$ cat src/rtl/boot_pkg.sv
// Boot loader shared definitions: FSM state encoding and the default
// word address whose payload is captured into a register rather than memory.
// No ports; the CSUM states only exist when BOOT_CHECKSUM_EN is defined.
package boot_pkg;

    localparam logic [15:0] MEM_MAP_ADDR_DEFAULT = 16'd30;

    typedef enum logic [3:0] {
        LEN_HI,
        LEN_LO,
        DATA_HI,
        DATA_LO,
        WRITE,
`ifdef BOOT_CHECKSUM_EN
        CSUM_HI,
        CSUM_LO,
`endif
        DONE,
        ERROR
    } boot_state_e;

    // State entered once the last payload word has been stored.
`ifdef BOOT_CHECKSUM_EN
    localparam boot_state_e IMAGE_END_ST = CSUM_HI;
`else
    localparam boot_state_e IMAGE_END_ST = DONE;
`endif

endpackage

$ cat src/rtl/boot_loader_if.sv
// Boot loader bus bundle: UART byte stream in, memory write channel out,
// plus the captured map word and the CPU release / error status.
// slave = boot loader side, master = UART/memory controller side.
interface boot_loader_if #(
    parameter int ADDR_WIDTH = 16,
    parameter int DATA_WIDTH = 16
);
    logic [7:0]            rx_data;
    logic                  rx_valid;
    logic                  mem_wr_req;
    logic [ADDR_WIDTH-1:0] mem_addr;
    logic [DATA_WIDTH-1:0] mem_wr_data;
    logic                  mem_wr_ack;
    logic [DATA_WIDTH-1:0] mem_map_init_values;
    logic                  cpu_enable;
    logic                  boot_error;

    modport slave (
        input  rx_data, rx_valid, mem_wr_ack,
        output mem_wr_req, mem_addr, mem_wr_data, mem_map_init_values,
               cpu_enable, boot_error
    );

    modport master (
        output rx_data, rx_valid, mem_wr_ack,
        input  mem_wr_req, mem_addr, mem_wr_data, mem_map_init_values,
               cpu_enable, boot_error
    );
endinterface

$ cat src/rtl/boot_byte_packer.sv
// Pairs UART bytes (high first) into 16-bit words, with a one-byte skid register.
// Latency: word_vld_o is combinational with the low byte (or skid byte) consumption.
// Backpressure: while stall_i a single byte is parked; a second one raises overrun_o.
// Ports: rx_data_i/rx_valid_i byte stream; accept_i = FSM consuming bytes;
// stall_i = FSM busy writing; hi_vld_o/word_vld_o/word_o/overrun_o to the FSM.
module boot_byte_packer (
    input  logic        clk,
    input  logic        rst,
    input  logic [7:0]  rx_data_i,
    input  logic        rx_valid_i,
    input  logic        accept_i,
    input  logic        stall_i,
    output logic        hi_vld_o,
    output logic        word_vld_o,
    output logic [15:0] word_o,
    output logic        overrun_o
);
    logic [7:0] skid_q, skid_d;
    logic       skid_vld_q, skid_vld_d;
    logic       phase_q, phase_d;      // 0: expecting high byte, 1: expecting low byte
    logic [7:0] hi_q, hi_d;
    logic [7:0] cur_byte;
    logic       take;

    always_comb begin
        skid_d     = skid_q;
        skid_vld_d = skid_vld_q;
        phase_d    = phase_q;
        hi_d       = hi_q;
        overrun_o  = 1'b0;

        // A parked byte is always older than the one on the wire.
        take     = accept_i && (skid_vld_q || rx_valid_i);
        cur_byte = skid_vld_q ? skid_q : rx_data_i;

        if (stall_i) begin
            if (rx_valid_i) begin
                if (skid_vld_q) begin
                    overrun_o = 1'b1;
                end else begin
                    skid_d     = rx_data_i;
                    skid_vld_d = 1'b1;
                end
            end
        end else if (accept_i) begin
            // Draining the skid while a new byte lands: the new byte refills it.
            if (skid_vld_q) begin
                skid_vld_d = rx_valid_i;
                if (rx_valid_i) begin
                    skid_d = rx_data_i;
                end
            end
        end else begin
            skid_vld_d = 1'b0;
        end

        if (take) begin
            phase_d = ~phase_q;
            if (!phase_q) begin
                hi_d = cur_byte;
            end
        end

        hi_vld_o   = take && !phase_q;
        word_vld_o = take && phase_q;
        word_o     = {hi_q, cur_byte};
    end

    always_ff @(posedge clk or posedge rst) begin
        if (rst) begin
            skid_q     <= 8'h00;
            skid_vld_q <= 1'b0;
            phase_q    <= 1'b0;
            hi_q       <= 8'h00;
        end else begin
            skid_q     <= skid_d;
            skid_vld_q <= skid_vld_d;
            phase_q    <= phase_d;
            hi_q       <= hi_d;
        end
    end
endmodule

$ cat src/rtl/boot_loader.sv
// UART boot loader: length-prefixed word image written to memory, one word
// captured at MEM_MAP_ADDR, then the CPU is released. Optional trailing
// checksum compiled in with macro BOOT_CHECKSUM_EN.
// Latency: write request rises the cycle after a word's low byte; drops the cycle after ack.
// Backpressure: rx cannot stall; one byte is buffered during a write, a second is an overrun.
// Ports: clk, rst (async, active high); bus = boot_loader_if.slave.
module boot_loader
    import boot_pkg::*;
#(
    parameter int                    ADDR_WIDTH   = 16,
    parameter int                    DATA_WIDTH   = 16,
    parameter logic [ADDR_WIDTH-1:0] MEM_MAP_ADDR = ADDR_WIDTH'(MEM_MAP_ADDR_DEFAULT)
) (
    input  logic          clk,
    input  logic          rst,
    boot_loader_if.slave  bus
);
    boot_state_e           state_q, state_d;
    logic [ADDR_WIDTH-1:0] addr_q, addr_d;
    logic [15:0]           left_q, left_d;       // payload words still to complete
    logic [DATA_WIDTH-1:0] wr_data_q, wr_data_d;
    logic [DATA_WIDTH-1:0] map_q, map_d;
`ifdef BOOT_CHECKSUM_EN
    logic [15:0]           sum_q, sum_d;
`endif

    logic        accept, stall;
    logic        hi_vld, word_vld, overrun;
    logic [15:0] word;
    logic        word_done;

    assign stall  = (state_q == WRITE);
    assign accept = !((state_q == WRITE) || (state_q == DONE) || (state_q == ERROR));

    boot_byte_packer u_packer (
        .clk        (clk),
        .rst        (rst),
        .rx_data_i  (bus.rx_data),
        .rx_valid_i (bus.rx_valid),
        .accept_i   (accept),
        .stall_i    (stall),
        .hi_vld_o   (hi_vld),
        .word_vld_o (word_vld),
        .word_o     (word),
        .overrun_o  (overrun)
    );

    always_comb begin
        state_d   = state_q;
        addr_d    = addr_q;
        left_d    = left_q;
        wr_data_d = wr_data_q;
        map_d     = map_q;
`ifdef BOOT_CHECKSUM_EN
        sum_d     = sum_q;
`endif
        word_done = 1'b0;

        case (state_q)
            LEN_HI:  if (hi_vld) state_d = LEN_LO;
            LEN_LO: begin
                if (word_vld) begin
                    left_d  = word;
                    state_d = (word == 16'd0) ? IMAGE_END_ST : DATA_HI;
                end
            end
            DATA_HI: if (hi_vld) state_d = DATA_LO;
            DATA_LO: begin
                if (word_vld) begin
`ifdef BOOT_CHECKSUM_EN
                    sum_d = sum_q + word;
`endif
                    if (addr_q == MEM_MAP_ADDR) begin
                        // Captured locally; still consumes an address slot.
                        map_d     = DATA_WIDTH'(word);
                        word_done = 1'b1;
                    end else begin
                        wr_data_d = DATA_WIDTH'(word);
                        state_d   = WRITE;
                    end
                end
            end
            WRITE: begin
                if (overrun) begin
                    state_d = ERROR;
                end else if (bus.mem_wr_ack) begin
                    word_done = 1'b1;
                end
            end
`ifdef BOOT_CHECKSUM_EN
            CSUM_HI: if (hi_vld) state_d = CSUM_LO;
            CSUM_LO: begin
                if (word_vld) begin
                    state_d = (word == sum_q) ? DONE : ERROR;
                end
            end
`endif
            DONE:    state_d = DONE;
            ERROR:   state_d = ERROR;
            default: state_d = ERROR;
        endcase

        if (word_done) begin
            addr_d  = addr_q + ADDR_WIDTH'(1);
            left_d  = left_q - 16'd1;
            state_d = (left_q == 16'd1) ? IMAGE_END_ST : DATA_HI;
        end
    end

    always_ff @(posedge clk or posedge rst) begin
        if (rst) begin
            state_q   <= LEN_HI;
            addr_q    <= '0;
            left_q    <= 16'd0;
            wr_data_q <= '0;
            map_q     <= '0;
`ifdef BOOT_CHECKSUM_EN
            sum_q     <= 16'd0;
`endif
        end else begin
            state_q   <= state_d;
            addr_q    <= addr_d;
            left_q    <= left_d;
            wr_data_q <= wr_data_d;
            map_q     <= map_d;
`ifdef BOOT_CHECKSUM_EN
            sum_q     <= sum_d;
`endif
        end
    end

    // Status outputs are decoded from registered state, so reset clears them at once.
    assign bus.mem_wr_req          = (state_q == WRITE);
    assign bus.mem_addr            = addr_q;
    assign bus.mem_wr_data         = wr_data_q;
    assign bus.mem_map_init_values = map_q;
    assign bus.cpu_enable          = (state_q == DONE);
    assign bus.boot_error          = (state_q == ERROR);
endmodule

$ cat src/flat_wrapper.sv
// flat-port wrapper written by rule: the top's interface ports become plain ports
module boot_loader_flat import boot_pkg::*;
#(
    parameter int                    ADDR_WIDTH   = 16,
    parameter int                    DATA_WIDTH   = 16,
    parameter logic [ADDR_WIDTH-1:0] MEM_MAP_ADDR = ADDR_WIDTH'(MEM_MAP_ADDR_DEFAULT)
)
  (clk, rst, bus_rx_data, bus_rx_valid, bus_mem_wr_ack, bus_mem_wr_req, bus_mem_addr, bus_mem_wr_data, bus_mem_map_init_values, bus_cpu_enable, bus_boot_error);
  boot_loader_if #(.ADDR_WIDTH(ADDR_WIDTH), .DATA_WIDTH(DATA_WIDTH)) bus_i ();
  input  logic clk;
  input  logic rst;
  input wire logic [$bits(bus_i.rx_data)-1:0] bus_rx_data;
  input wire logic [$bits(bus_i.rx_valid)-1:0] bus_rx_valid;
  input wire logic [$bits(bus_i.mem_wr_ack)-1:0] bus_mem_wr_ack;
  output wire logic [$bits(bus_i.mem_wr_req)-1:0] bus_mem_wr_req;
  output wire logic [$bits(bus_i.mem_addr)-1:0] bus_mem_addr;
  output wire logic [$bits(bus_i.mem_wr_data)-1:0] bus_mem_wr_data;
  output wire logic [$bits(bus_i.mem_map_init_values)-1:0] bus_mem_map_init_values;
  output wire logic [$bits(bus_i.cpu_enable)-1:0] bus_cpu_enable;
  output wire logic [$bits(bus_i.boot_error)-1:0] bus_boot_error;
  assign bus_i.rx_data = bus_rx_data;
  assign bus_i.rx_valid = bus_rx_valid;
  assign bus_i.mem_wr_ack = bus_mem_wr_ack;
  assign bus_mem_wr_req = bus_i.mem_wr_req;
  assign bus_mem_addr = bus_i.mem_addr;
  assign bus_mem_wr_data = bus_i.mem_wr_data;
  assign bus_mem_map_init_values = bus_i.mem_map_init_values;
  assign bus_cpu_enable = bus_i.cpu_enable;
  assign bus_boot_error = bus_i.boot_error;
  boot_loader #(.ADDR_WIDTH(ADDR_WIDTH), .DATA_WIDTH(DATA_WIDTH), .MEM_MAP_ADDR(MEM_MAP_ADDR)) u_core (.clk(clk), .rst(rst), .bus(bus_i));
endmodule
$ cat config.mk
export PLATFORM = sky130hd
export DESIGN_NAME = boot_loader_flat
export DESIGN_NICKNAME = d
export VERILOG_FILES = /design/src/rtl/boot_pkg.sv /design/src/rtl/boot_loader_if.sv /design/src/rtl/boot_byte_packer.sv /design/src/rtl/boot_loader.sv /design/src/flat_wrapper.sv
export SDC_FILE = /design/constraint.sdc
export NUM_CORES = 1
export LEC_CHECK = 0
export CAP_MARGIN = 20
export CORE_MARGIN = 5
export CORE_UTILIZATION = 49
export DETAILED_ROUTE_END_ITERATION = 8
export PLACE_DENSITY = 0.84
export SYNTH_ARGS = -nofsm -noshare
export SYNTH_HDL_FRONTEND = slang
export SYNTH_SLANG_ARGS = --single-unit
$ cat constraint.sdc
create_clock -name clk -period 3.2 [get_ports clk]
set_clock_uncertainty 0.1 [all_clocks]
set_input_delay 0.8 -clock clk [delete_from_list [all_inputs] [get_ports clk]]
set_output_delay 0.8 -clock clk [all_outputs]
set_load 0.02 [all_outputs]
; ---- Word level (Yosys, flattened, before mapping)
; Cells that the tools add are included.
[classes]
eq_ne = 17
bitwise = 2
reduce_logical = 19
muxes = 31
add_sub_neg = 2
[op_table]
columns = cell, count
row1 = $mux W16, 3
row2 = $mux W8, 6
row3 = $mux W4, 7
row4 = $pmux W4 S6, 1
row5 = $add A16 B1 Y16 const B, 1
row6 = $eq A16 B1 Y1 const B, 1
row7 = $eq A16 B5 Y1 const B, 1
row8 = $logic_not A16 Y1, 1
row9 = $sub A16 B1 Y16 const B, 1
row10 = $eq A4 B3 Y1 const B, 3
row11 = $ne A3 B2 Y1 const B, 4
row12 = $mux W1, 11
row13 = $ne A3 B1 Y1 const B, 3
row14 = $eq A4 B2 Y1 const B, 2
row15 = $mux W3, 2
row16 = $reduce_and A3 Y1, 2
row17 = $reduce_and A6 Y1, 1
row18 = $reduce_bool A2 Y1, 3
row19 = $eq A4 B1 Y1 const B, 1
row20 = $logic_not A4 Y1, 1
row21 = $ne A2 B2 Y1 const B, 2
row22 = $reduce_and A2 Y1, 2
row23 = $reduce_and A4 Y1, 1
row24 = $logic_and A1 B1 Y1, 3
row25 = other kinds (4), 8
[word_totals]
inputBits = 12
out_inout_bits = 51
reg_bits = 86

; ---- Depth between registers and ports, before layout
; Gate-level depths: netlist of the first run.
[depth]
ltp_word = 10
depth_mapped = 9

; ---- Cells and area by module
; A second synthesis of the first run with hierarchy kept.
[unflattened]
cells_unflattened = 370
hier_area_um2 = 4359.2
[modules_own_cells]
columns = module, n_inst, area_per_inst_um2, seq_area_each_um2, cells_per_inst
row1 = boot_loader, 1, 3276.9, 1676.6, 276
row2 = boot_byte_packer, 1, 1082.3, 450.4, 94

; ---- Worst setup path before layout of the first run
; OpenSTA, ideal clock, no wires.
[synth_path]
path_kind = input-to-reg
startpoint = input bus_rx_data[7]
endpoint = register u_core.state_q[1]
t_required_ps = 2974
path_stages = 5
arrival_time_ps = 2241
slack_ps = 732
cell_sequence = or4_1 -> o22a_1 -> nor4_2 -> o22ai_1 -> a311o_1
[synth_via]
elab_chain_len = 6
[synth_rtl]
columns = item, line
row1 = start: declaration, flat_wrapper.sv:12  ; input wire logic [$bits(bus_i.rx_data)-1:0] bus_rx_data;
row2 = $mux W8, -
row3 = $logic_not A16 Y1, boot_loader.sv:64  ; state_d = (word == 16'd0) ? IMAGE_END_ST : DATA_HI;
row4 = $mux W3, boot_loader.sv:64
row5 = $mux W4, boot_loader.sv:62  ; if (word_vld) begin
row6 = $pmux W4 S6, boot_loader.sv:59  ; case (state_q)
row7 = $mux W4, boot_loader.sv:103  ; if (word_done) begin
row8 = end signal: assignment, boot_loader.sv:121  ; state_q <= state_d;
row9 = end: declaration, boot_loader.sv:18  ; boot_state_e state_q, state_d;
; No other way between the ends. The select of a mux whose other input is x is not followed.
; A chain may end at the register's enable or synchronous reset.

; ---- Worst setup path after layout of the first run
[layout_path]
startpoint = register u_core.state_q[1]
endpoint = output bus_mem_wr_req
[layout_via]
elab_chain_len = 1
[layout_rtl]
columns = item, line
row1 = $eq A4 B3 Y1, boot_loader.sv:133  ; assign bus.mem_wr_req = (state_q == WRITE);
row2 = end: declaration, flat_wrapper.sv:15  ; output wire logic [$bits(bus_i.mem_wr_req)-1:0] bus_mem_wr_req;
; No other way between the ends.

==> flow_metrics.env, run 1 <==
export IMPL_status="finished, final reports clean"
export IMPL_grt_pass1_vias=3254
export IMPL_area_growth_pct=24.9
export IMPL_powerDensity_nw_per_um2=786
export IMPL_cp_start_kind="flip-flop"
export IMPL_ctsLongestPathBuffers=2
export IMPL_crit_slowest_cell="clkdlybuf4s50_1"
export IMPL_die_area_um2=10300
export IMPL_ys_warn_count=0
export IMPL_finalNetCount=469
export IMPL_maxSlewViolCount=0
export IMPL_fin_util_pct=62.5
export IMPL_drtIter0Drc=303
export IMPL_cts_tree="yes"
export IMPL_via_per_inst=5.85
export IMPL_p_int_w=0.00247
export IMPL_power_w=0.00401
export IMPL_hold_slack_ns=0.394
export IMPL_cts_root_buf="clkbuf_8"
export IMPL_rsz0062_at_grt="false"
export IMPL_critical_path_top_delay_family="buffers and inverters"
export IMPL_cts_buffers=9
export IMPL_drt_total_wl_um=9700
export IMPL_p_leak_nw=2.13
export IMPL_die_h_um=101
export IMPL_synth_nets=403
export IMPL_post_drt_wl_per_cell_um=17.2
export IMPL_n_antenna_cell=0
export IMPL_crit_start="u_core.state_q[1]"
export IMPL_crit_fanout=12
export IMPL_postCtsHoldBufs=0
export IMPL_cts_resized=0
export IMPL_path_clk_slew_ns=0.09
export IMPL_worst_slack_ns=0.272
export IMPL_min_delay_start="u_core.bus.mem_wr_data[5]"
export IMPL_initial_utilization_pct=50.0
export IMPL_die_x_um=101
export IMPL_ys_seq_area_share_pct=52.0
export IMPL_multi_input_area_um2=1860
export IMPL_synth_cell_area_um2=4090
export IMPL_combPwrFrac_pct=36.1
export IMPL_drive_above_1_share_pct=15.1
export IMPL_tightestPinTransition_ns=0.796
export IMPL_fin_crit_ns=2.93
export IMPL_final_setup_viol_count=0
export IMPL_max_cap_viol_count=0
export IMPL_fmax_mhz=342
export IMPL_worst_path_buf_inv=1
export IMPL_hold_path_class="flip-flop to flip-flop"
export IMPL_synth_cells=387
export IMPL_detailed_place_hpwl_um=6990
export IMPL_ys_types=60
export IMPL_grt_max_degree=44
export IMPL_final_common_cell="dfrtp_1"
export IMPL_final_cell_mix="dfrtp_1, clkdlybuf4s50_1, nor2_1"
export IMPL_post_cts_buffers=0
export IMPL_reg2reg_from="u_core.bus.mem_addr[0]"
export IMPL_drc=0
export IMPL_clock_sinks=85
export IMPL_port_buffers=62
export IMPL_end_kind="primary output"
export IMPL_h_tree_depth=3
export IMPL_sw_frac_of_total_pct=38.4
export IMPL_worst_setup_path_type="flip-flop to primary output"
export IMPL_gp_congestion=0.855
export IMPL_num_vias=3296
export IMPL_grt_pass1_wl_um=16000
export IMPL_vdd_drop_max_uv=418
export IMPL_async_flop_share_pct=100
export IMPL_switchingPower_w=0.00154
export IMPL_synth_flop_cell="dfrtp_1"
export IMPL_overflow=0
export IMPL_p_clk_share_pct=20.2
export IMPL_avgSynthCellArea_um2=10.6
export IMPL_insertion_delay_ns=0.35
export IMPL_hold_viol=0
export IMPL_coreArea_um2=8180
export IMPL_num_rows=33
export IMPL_pre_cts_ws_ns=0.105
export IMPL_p_seq_share_pct=43.7
export IMPL_synth_edf_count=0
export IMPL_maxSlewHeadroom_pct=46.6
export IMPL_first_pass_iters=5
export IMPL_fill_cells=643
export IMPL_antenna_found_initial=0
export IMPL_antenna_left=0
export IMPL_crit_chain="nor3b_1 -> clkdlybuf4s50_1"
export IMPL_required_ns=2.30
export IMPL_post_route_period_util_pct=91.5
export IMPL_fin_setup_tns_ns=0
export IMPL_arrival_ns=2.03
export IMPL_ys_ff_latch=85
export IMPL_io_pin_count=63
export IMPL_grt_usage_pct=19.9
export IMPL_slowest_delay_ns=0.69
export IMPL_seq_area_um2=2130
## worst min-delay path: cells and delay by family, from the launching register on
family           cells  cell delay (ns)
flip-flops           1             0.35
AO/OA/AOI/OAI        1             0.06
AND/OR/NAND/NOR      1             0.05
## kinds of logic after synthesis
kind of cell	Yosys count	synth area share [%]
compound gates	72	11.6
xor+xnor	15	3.21
fa+ha+maj	4	1.22
buf+inv	25	2.57
flops	85	52.0
mux	35	9.36
simple gates	151	20.0
## per-stage QoR
step / area (µm²) / cells
floorplan: 4090 / 387
global placement: 4890 / 547
detailed placement: 4890 / 547
CTS: 5110 / 563
global route: 5110 / 563
finish: 5110 / 563
## flip-flops by register name (all words and copies together) (netlist names)
signal and count:
u_core.bus.mem_addr 16, u_core.bus.mem_map_init_values 16, u_core.bus.mem_wr_data 16, u_core.left_q 16, u_core.state_q 3, u_core.u_packer.hi_q 8, u_core.u_packer.phase_q 1, u_core.u_packer.skid_q 8
u_core.u_packer.skid_vld_q 1
## power groups by stage
stage          combinational (W)  clock, W  sequential [W]
6_report                 0.00145  0.000812         0.00175
5_1_grt                  0.00158  0.000875         0.00180
4_1_cts                  0.00146  0.000822         0.00175
3_5_place_dp             0.00144         0         0.00177
3_3_place_gp             0.00139         0         0.00175
2_1_floorplan           0.000875         0         0.00176
## cell usage after synthesis (7+ instances only)
cell type,instances,share of area [%]
nand2_1,30,2.8
mux2_2,26,7.2
xnor2_1,13,2.8
mux2i_1,9,2.2
clkbuf_1,9,0.83
and3_1,7,1.1
nor2_1,36,3.3
dfrtp_1,85,52
o21ai_0,14,1.7
a21oi_1,24,2.9
nor3_1,16,2.0
buf_2,9,1.1
nand4_1,13,2.0
## per-layer routing
metal	vias up	track usage, %	part of all wire, %
met1	1630	25.8	43
met5	-	0	0
met4	0	6.54	1.4
li1	1546	-	-
met3	11	4.13	5.2
met2	109	33.2	51
## layout make-up
cell class | count | area share [%]
repair buffers | 74 | 14.6
well taps | 105 | 2.57
flip-flops and latches | 85 | 41.6
inverters | 6 | 0.465
clock inverters | 7 | 1.76
clock buffers | 9 | 2.43
multi-input cells | 277 | 36.5
## worst paths after layout
kind | to | slack [ns] | cells after the start
min in group asynchronous | u_core.bus.mem_wr_data[14] | 0.66 | 2
hold / removal | u_core.bus.mem_wr_data[5] | 0.39 | 2
hold reg to reg | u_core.bus.mem_wr_data[5] | 0.39 | 2
setup reg to reg | u_core.bus.mem_addr[9] | 0.52 | 8
setup / recovery | bus_mem_wr_req | 0.27 | 2
max in group asynchronous | u_core.left_q[13] | 1.70 | 3
(Power assumes the default switching activity.)
==> run 2: changes to the inputs <==
Settings changed: CORE_UTILIZATION 49 to 50, CTS_BUF_LIST from default to sky130_fd_sc_hd__clkbuf_8, PLACE_DENSITY 0.84 to 0.85.
==> flow_metrics.env, run 2 (synthesis gave the netlist of run 1 again) <==
export IMPL_post_route_period_util_pct=95.3
export IMPL_gp_congestion=0.887
export IMPL_finalNetCount=469
export IMPL_switchingPower_w=0.00155
export IMPL_coreArea_um2=8090
export IMPL_rsz0062_at_grt="false"
export IMPL_first_pass_iters=5
export IMPL_fin_setup_tns_ns=0
export IMPL_powerDensity_nw_per_um2=815
export IMPL_port_buffers=62
export IMPL_insertion_delay_ns=0.36
export IMPL_detailed_place_hpwl_um=7100
export IMPL_ctsLongestPathBuffers=2
export IMPL_antenna_found_initial=0
export IMPL_final_cell_mix="dfrtp_1, clkdlybuf4s50_1, nor2_1"
export IMPL_die_area_um2=10100
export IMPL_status="finished, final reports clean"
export IMPL_final_common_cell="dfrtp_1"
export IMPL_fin_util_pct=63.3
export IMPL_combPwrFrac_pct=34.8
export IMPL_cts_root_buf="clkbuf_8"
export IMPL_cts_buffers=9
export IMPL_p_seq_share_pct=42.3
export IMPL_hold_viol=0
export IMPL_p_leak_nw=2.15
export IMPL_postCtsHoldBufs=0
export IMPL_crit_fanout=12
export IMPL_drt_total_wl_um=10100
export IMPL_tightestPinTransition_ns=0.726
export IMPL_h_tree_depth=3
export IMPL_io_pin_count=63
export IMPL_maxSlewViolCount=0
export IMPL_fin_cells=563
export IMPL_fill_cells=647
export IMPL_pre_cts_ws_ns=0.147
export IMPL_antenna_left=0
export IMPL_placedCellCount=547
export IMPL_drive_above_1_share_pct=15.1
export IMPL_via_per_inst=5.91
export IMPL_grt_usage_pct=21.2
export IMPL_drc=0
export IMPL_overflow=0
export IMPL_path_clk_slew_ns=0.09
export IMPL_clock_sinks=85
export IMPL_vdd_drop_max_uv=412
export IMPL_cts_tree="yes"
export IMPL_cp_start_kind="flip-flop"
export IMPL_post_cts_buffers=0
export IMPL_num_rows=33
export IMPL_area_growth_pct=25.2
export IMPL_arrival_ns=2.15
export IMPL_die_h_um=100
export IMPL_grt_max_degree=55
export IMPL_power_w=0.00417
export IMPL_initial_utilization_pct=50.5
export IMPL_final_setup_viol_count=0
export IMPL_fin_crit_ns=3.05
export IMPL_grt_pass1_vias=3314
export IMPL_p_clk_share_pct=23.0
export IMPL_num_vias=3326
export IMPL_max_cap_viol_count=0
export IMPL_maxSlewHeadroom_pct=51.3
export IMPL_worst_slack_ns=0.151
export IMPL_grt_pass1_wl_um=16800
export IMPL_worst_setup_path_type="flip-flop to primary output"
export IMPL_hold_path_class="flip-flop to flip-flop"
export IMPL_n_antenna_cell=0
export IMPL_required_ns=2.30
export IMPL_cts_resized=0
export IMPL_die_x_um=100
export IMPL_drtIter0Drc=266
export IMPL_p_int_w=0.00262
export IMPL_sw_frac_of_total_pct=37.3
export IMPL_end_kind="primary output"
export IMPL_post_drt_wl_per_cell_um=17.9
export IMPL_fmax_mhz=328
[run 2: power by group through the flow]
| stage | registers, W | clock network [W] | logic, W |
|---|---|---|---|
| 3_5_place_dp | 0.00177 | 0 | 0.00145 |
| 6_report | 0.00176 | 0.000959 | 0.00145 |
| 4_1_cts | 0.00175 | 0.000967 | 0.00146 |
| 3_3_place_gp | 0.00174 | 0 | 0.00139 |
| 2_1_floorplan | 0.00176 | 0 | 0.000875 |
| 5_1_grt | 0.00181 | 0.00102 | 0.00159 |
[run 2: area by class of cell]
class	instances	area, µm²	share of cell area (%)
Multi-Input combinational cell	277	1860	36.4
Tap cell	105	131	2.57
Sequential cell	85	2130	41.5
Clock inverter	7	128	2.49
Clock buffer	9	124	2.42
Timing Repair Buffer	74	723	14.1
Inverter	6	23.8	0.464
[run 2: metal layers]
metal | up-vias | GRT usage, % | wire length, µm
met4 | 0 | 9.33 | 247
met2 | 104 | 35.3 | 5130
met5 | - | 0 | 0
met3 | 18 | 3.13 | 465
met1 | 1654 | 27.4 | 4210
li1 | 1550 | - | -
[run 2: critical path: stages, from the launching register on]
cell and delay, ns:
dfrtp_1 0.53, nor3b_1 0.55, clkdlybuf4s50_1 0.71
[run 2: worst paths after layout]
path                                            from                            endpoint  slack, ns  cells after the start
max in group asynchronous                        rst          u_core.u_packer.skid_vld_q       1.65                      3
max                                u_core.state_q[1]                      bus_mem_wr_req       0.15                      2
max reg2reg                        u_core.state_q[1]                    u_core.left_q[5]       0.68                      6
min                        u_core.bus.mem_wr_data[7]           u_core.bus.mem_wr_data[7]       0.40                      2
min reg2reg                u_core.bus.mem_wr_data[7]           u_core.bus.mem_wr_data[7]       0.40                      2
min in group asynchronous                        rst  u_core.bus.mem_map_init_values[15]       0.70                      2
[run 2: metrics by stage]
| step | hold WS, ns | cell area [µm²] |
|---|---|---|
| 5_1_grt | 0.435 | 5120 |
| 4_1_cts | 0.409 | 5120 |
| 6_report | 0.404 | 5120 |
| 3_3_place_gp | 0.374 | 4870 |
| 2_1_floorplan | 0.376 | 4090 |
| 3_5_place_dp | 0.385 | 4870 |
